$ cat src/rtl/mem_stage_module.sv
// Memory-access stage between EX/MEM and MEM/WB: issues one request/acknowledge
// data-memory access at a time and stalls upstream via ready until it completes.
module mem_stage_module #(
   parameter int DATA_W     = 32,
   parameter int REG_ADDR_W = 4,
   parameter int MEM_ADDR_W = 16,
   parameter int BASE_ADDR  = 1024
) (
   input  logic                  clk,
   input  logic                  rst,
   input  logic                  mem_read_in,
   input  logic                  mem_write_in,
   input  logic                  wb_enable_in,
   input  logic [REG_ADDR_W-1:0] dest_reg_in,
   input  logic [DATA_W-1:0]     alu_result_in,
   input  logic [DATA_W-1:0]     store_data_in,
   output logic                  ready,
   output logic                  mem_req,
   output logic                  mem_we,
   output logic [MEM_ADDR_W-1:0] mem_addr,
   output logic [DATA_W-1:0]     mem_wdata,
   input  logic                  mem_ack,
   input  logic [DATA_W-1:0]     mem_rdata,
   output logic                  wb_enable_out,
   output logic                  mem_read_out,
   output logic [REG_ADDR_W-1:0] dest_reg_out,
   output logic [DATA_W-1:0]     alu_result_out,
   output logic [DATA_W-1:0]     mem_data_out
);

   typedef enum logic [1:0] {IDLE, BUSY, DONE} state_t;

   state_t            state;
   logic              access_p0;
   logic              vld_p0;
   logic [DATA_W-1:0] rdata_p1;

   // Byte address relative to BASE_ADDR, turned into a word index; the low
   // two bits are dropped silently, so misaligned addresses are not flagged.
   function automatic logic [MEM_ADDR_W-1:0] word_addr(input logic [DATA_W-1:0] byte_addr);
      return MEM_ADDR_W'((byte_addr - DATA_W'(BASE_ADDR)) >> 2);
   endfunction

   assign access_p0 = mem_read_in | mem_write_in;
   assign vld_p0    = ((state == IDLE) && !access_p0) || (state == DONE);
   assign ready     = vld_p0;

   // Stage p0 -> p1: memory-port FSM and MEM/WB register
   always_ff @(posedge clk or negedge rst) begin
      if (!rst) begin
         state          <= IDLE;
         mem_req        <= 1'b0;
         mem_we         <= 1'b0;
         mem_addr       <= '0;
         mem_wdata      <= '0;
         wb_enable_out  <= 1'b0;
         mem_read_out   <= 1'b0;
         dest_reg_out   <= '0;
         alu_result_out <= '0;
         mem_data_out   <= '0;
      end else begin
         case (state)
            IDLE: begin
               if (access_p0) begin
                  state     <= BUSY;
                  mem_req   <= 1'b1;
                  mem_we    <= mem_write_in;
                  mem_addr  <= word_addr(alu_result_in);
                  mem_wdata <= store_data_in;
               end
            end
            BUSY: begin
               if (mem_ack) begin
                  state   <= DONE;
                  mem_req <= 1'b0;
               end
            end
            DONE:    state <= IDLE;
            default: state <= IDLE;
         endcase

         if (vld_p0) begin
            wb_enable_out  <= wb_enable_in;
            mem_read_out   <= mem_read_in;
            dest_reg_out   <= dest_reg_in;
            alu_result_out <= alu_result_in;
            // Stores leave the previous load data in place.
            if ((state == DONE) && !mem_we)
               mem_data_out <= rdata_p1;
         end else begin
            wb_enable_out <= 1'b0;
            mem_read_out  <= 1'b0;
         end
      end
   end

   // Load data buffer: only the acknowledged read beat is kept.
   always_ff @(posedge clk) begin
      if ((state == BUSY) && mem_ack && !mem_we)
         rdata_p1 <= mem_rdata;
   end

endmodule
$ cat config.mk
export PLATFORM = sky130hd
export DESIGN_NAME = mem_stage_module
export DESIGN_NICKNAME = d
export VERILOG_FILES = /design/src/rtl/mem_stage_module.sv
export SDC_FILE = /design/constraint.sdc
export NUM_CORES = 1
export LEC_CHECK = 0
export CAP_MARGIN = 30
export CORE_AREA = 3 3 102 95
export DETAILED_ROUTE_END_ITERATION = 8
export DIE_AREA = 0 0 105 98
export DONT_BUFFER_PORTS = 1
export GPL_TIMING_DRIVEN = 1
export HOLD_SLACK_MARGIN = 0.06
export PLACE_DENSITY = 0.79
export SYNTH_ARGS = -nofsm -noshare
export SYNTH_HDL_FRONTEND = slang
export SYNTH_SLANG_ARGS = --single-unit
$ cat constraint.sdc
create_clock -name clk -period 5.11 [get_ports clk]
set_clock_uncertainty 0.2 [all_clocks]
set_input_delay 1.022 -clock clk [delete_from_list [all_inputs] [get_ports clk]]
set_output_delay 1.022 -clock clk [all_outputs]
set_load 0.02 [all_outputs]
; Word-level counts from Yosys, hierarchy flattened
; Index checks and enable logic that the tools add are counted.
[classes]
n_addsub = 1
n_mul = 0
n_div = 0
n_lt_le_gt_ge = 0
eq_ne = 4
shift = 0
mux = 8
n_bitwise = 1
n_reduce_logical = 13
[op_table]
columns = op, count
row1 = 18-bit by 11-bit subtractor with 18-bit output (second input constant), 1
row2 = 2-bit AND reduction, 3
row3 = 1-bit logical AND, 4
row4 = 1-bit two-way mux, 4
row5 = 2-bit two-way mux, 2
row6 = 2-bit inequality test (second input constant), 2
row7 = 2-bit case mux with 2 select lines, 1
row8 = 3-bit AND reduction, 1
row9 = 2-bit by 1-bit equality test with 1-bit output (second input constant), 1
row10 = 2-bit equality test (second input constant), 1
row11 = 1-bit logical NOT, 2
row12 = 2-bit logical NOT, 1
row13 = 1-bit case mux with 2 select lines, 1
row14 = 2-bit nonzero test, 1
row15 = 1-bit logical OR, 1
row16 = 1-bit OR, 1
[totals]
reg_bits = 154
latchBits = 0
mem_bits_rw = 0
romBits = 0
input_bits = 106
out_inout_bits = 121
word_cells = 38
mem_count = 0

; Depth between registers and ports, before layout
[depth]
depth_word = 5
ltp_mapped = 5
mapped_depth_nobuf = 5

; Least setup slack after synthesis
; No wires, ideal clock.
[synth_path]
path_kind = input to register
from = input mem_ack
to = register rdata_p1[0], enable pin
setup_ns = 0.421
arrival_ns = 2.493
slack_ns = 1.996
cell_stages = 2
path_buffers = 0
cell_sequence = nand3b_1 > nor2_1
[synth_between]
elab_chain_cells = 2
[synth_lines]
columns = item, line
row1 = start: declaration, 22  ; input logic mem_ack,
row2 = 1-bit logical AND (2 in series), 99  ; if ((state == BUSY) && mem_ack && !mem_we)
row3 = end signal: assignment, 100  ; rdata_p1 <= mem_rdata;
row4 = end: declaration, 36  ; logic [DATA_W-1:0] rdata_p1;
; No other way between the ends.
; A chain may end at the register's enable or synchronous reset.

; Worst setup path in the final report
[layout_path]
from = input mem_write_in
to = output ready
[layout_between]
elab_chain_cells = 4
[layout_lines]
columns = item, line
row1 = start: declaration, 12  ; input logic mem_write_in,
row2 = 1-bit OR, 44  ; assign access_p0 = mem_read_in | mem_write_in;
row3 = 1-bit logical NOT, 45  ; assign vld_p0 = ((state == IDLE) && !access_p0) || (state == DONE);
row4 = 1-bit logical AND, 45
row5 = 1-bit logical OR, 45
row6 = end: declaration, 17  ; output logic ready,
; No other way between the ends.

==> flow_summary_export.csv <==
group,metric,value,unit
yosys,synth_edf_count,32,
route,num_vias,2679,
route,firstDrtPassIters,4,
route,wl,10.9,mm
pwr,p_sw,1.78,mW
yosys,yosysWarnings,0,
yosys,syn_area,5620,um2
yosys,yosys_most_used_dff,"dfrtp_1",
route,wl_met2,5.68,mm
yosys,avgSynthCellArea,17.7,um2
pwr,pwr-share-comb,16.9,%
timing,max_freq,0.330,GHz
final_layout,nets,435,
yosys,ys_seq_area_share,71.5,%
pwr,intPower,3.06,mW
die,die_area,10300,um2
job,cap_violations,0,
clocking,cts.path.max_buffers,2,
pwr,power_density,763,nW/um2
route,wl_per_cell,23.7,um
die,core.rowCount,32,
global_routing,gr-total-overflow,0,
setup_path,cp.required,3.89,ns
yosys,netlist_instances,317,
clocking,cts_resized,0,
global_routing,grt_pass1_vias,2993,
clocking,clk_pin_slew,0.07,ns
pwr,switching_share,36.8,%
clocking,cts_tree,"done",
setup_path,critPathArrivalTime,1.81,ns
clocking,cts.sinks,154,
pwr,pwr-share-clk,25.8,%
route,top_layer,"met4",
pwr,peakVddDrop,425,uV
timing,slew_headroom,42.4,%
global_routing,grt_pass1_wl,16.8,mm
timing,slew_violations,0,
place,hpwl,7.54,mm
clocking,cts_made_buffers,17,
yosys,synthTopCellsByArea,"dfrtp_1 54%, mux2_2 23%, edfxtp_1 17%",
die,start_util,65.5,%
global_routing,grtUsageTotal,21.6,%
clocking,clock-root-buffer,"clkbuf_8",
global_routing,grt_antenna_before_repair,0,
timing,worst_pin_slew,0.863,ns
die,die_width,105,um
route,drcViolationCount,0,
final_layout,finish.utilization,74.1,%
clocking,hold_buffers,1,
timing,finalSetupViolCount,0,
setup_path,critPathCaptureType,"output port",
timing,period_share,59.3,%
die,core-area,8570,um2
place,io_buffers,0,
route,drt-initial-drc-count,100,
yosys,synth_cell_types,27,
global_routing,grt_max_degree,123,
outcome,status,"finished clean",
pwr,power,4.84,mW
setup_path,critical_path_class,"in2out",
pwr,p_leak,2.60,nW
route,route.met3.wl,1.18,mm
setup_path,start_kind,"primary input",
yosys,ys_ff_latch,154,
route,ant_nets,0,
timing,hold_viol,0,
pwr,seqPwrFrac,57.3,%
yosys,synthDominantCellAreaShare,54.4,%
yosys,synthesis.nets,424,
die,pin_count,227,
clocking,clkLatencyLatePin,0.50,ns
clocking,cts-htree-levels,4,
yosys,synth_top_cells_by_count,"122 x dfrtp_1, 113 x mux2_2, 32 x edfxtp_1, 8 x buf_2, 5 x inv_1",
die,die_h,98,um
min_path,hold_class,"reg2reg",
place,gp_congestion,0.718,
final_layout,drive_gt1_share,44.9,%
timing,timing.setup.tns,0,ns
route,post_drt_via_cell_ratio,5.82,
final_layout,area_growth,13.1,%
timing,fin_crit,3.03,ns
clocking,post_cts_buffers,0,
yosys,async_flop_share,79.2,%
setup_path,path_max_fanout,38,
yosys,yosysMostFrequentCell,"dfrtp_1",
route,wl_met1,3.85,mm
yosys,synth_top_area_cell,"dfrtp_1",
final_layout,antenna_cells,0,
timing,rsz0062_at_grt,"no",
==> metal layers <==
layer	up-vias	track usage, %
li1	1160	-
met1	1357	23.5
met2	146	37.0
met3	16	9.58
met4	0	8.98
met5	-	0
==> registers in the layout (all words and copies together) (netlist names) <==
| signal | cells |
|---|---|
| alu_result_out | 32 |
| mem_req | 1 |
| mem_data_out | 32 |
| mem_wdata | 32 |
| mem_read_out | 1 |
| mem_addr | 16 |
| mem_we | 1 |
| wb_enable_out | 1 |
| dest_reg_out | 4 |
| rdata_p1 | 32 |
| state | 2 |
==> worst paths after layout <==
path	slack, ns	cells after the start	to	startpoint
hold / removal	0.27	1	mem_data_out[16]	rdata_p1[16]
setup reg to reg	2.85	3	mem_wdata[22]	state[1]
max in group asynchronous	4.00	1	alu_result_out[14]	rst
hold reg to reg	0.27	1	mem_data_out[16]	rdata_p1[16]
min in group asynchronous	0.28	1	mem_data_out[20]	rst
setup / recovery	2.08	3	ready	mem_write_in
==> critical path, stage by stage <==
cell and delay [ns]:
o21ba_2 0.25, nor2_4 0.08, buf_4 0.45
==> metrics by stage <==
step | cell area, um2 | setup WS, ns | instances | hold WS (ns)
6_report | 6350 | 2.08 | 460 | 0.273
3_5_place_dp | 5730 | 2.06 | 427 | 0.261
5_1_grt | 6350 | 2.01 | 460 | 0.290
4_1_cts | 6350 | 2.07 | 460 | 0.276
3_3_place_gp | 5730 | 2.09 | 427 | 0.255
2_1_floorplan | 5620 | 2.00 | 317 | 0.254
==> power by group through the flow <==
stage	combinational [mW]	sequential [mW]	clock, mW
2_1_floorplan	0.720	2.65	0
3_3_place_gp	0.763	2.79	0
3_5_place_dp	0.814	2.81	0
4_1_cts	0.835	2.80	1.27
5_1_grt	0.906	2.84	1.32
6_report	0.819	2.78	1.25
==> cells by family after synthesis <==
logic type	count (synthesis)	share of synthesized area, %
AOI/OAI and AO/OA	11	1.27
xor gates and xnor gates	3	0.468
adders and majority gates	1	0.223
buffers and inverters	17	1.65
DFF	154	71.5
muxes	114	22.8
and+or+nand+nor	17	2.07
==> layout make-up <==
class,instances,area (um2)
Sequential cell,154,4010
Fill cell,541,2220
Multi-Input combinational cell,146,1530
Clock buffer,22,454
Tap cell,119,149
Clock inverter,10,140
Timing Repair Buffer,4,50.0
Inverter,5,18.8
==> layout by cell type (no fill, tap or decap), types with 2 or more instances in the layout <==
cell type,n
nand2_1,3
dfrtp_1,122
xor2_1,2
clkbuf_1,4
a21oi_1,3
bufinv_16,3
or4_1,2
clkbuf_16,17
mux2_2,113
clkinv_4,2
buf_4,3
edfxtp_1,32
o31ai_1,3
inv_1,5
or3_4,2
clkinv_2,2
a31oi_1,3
No activity file was read; power rests on OpenSTA's default activity.
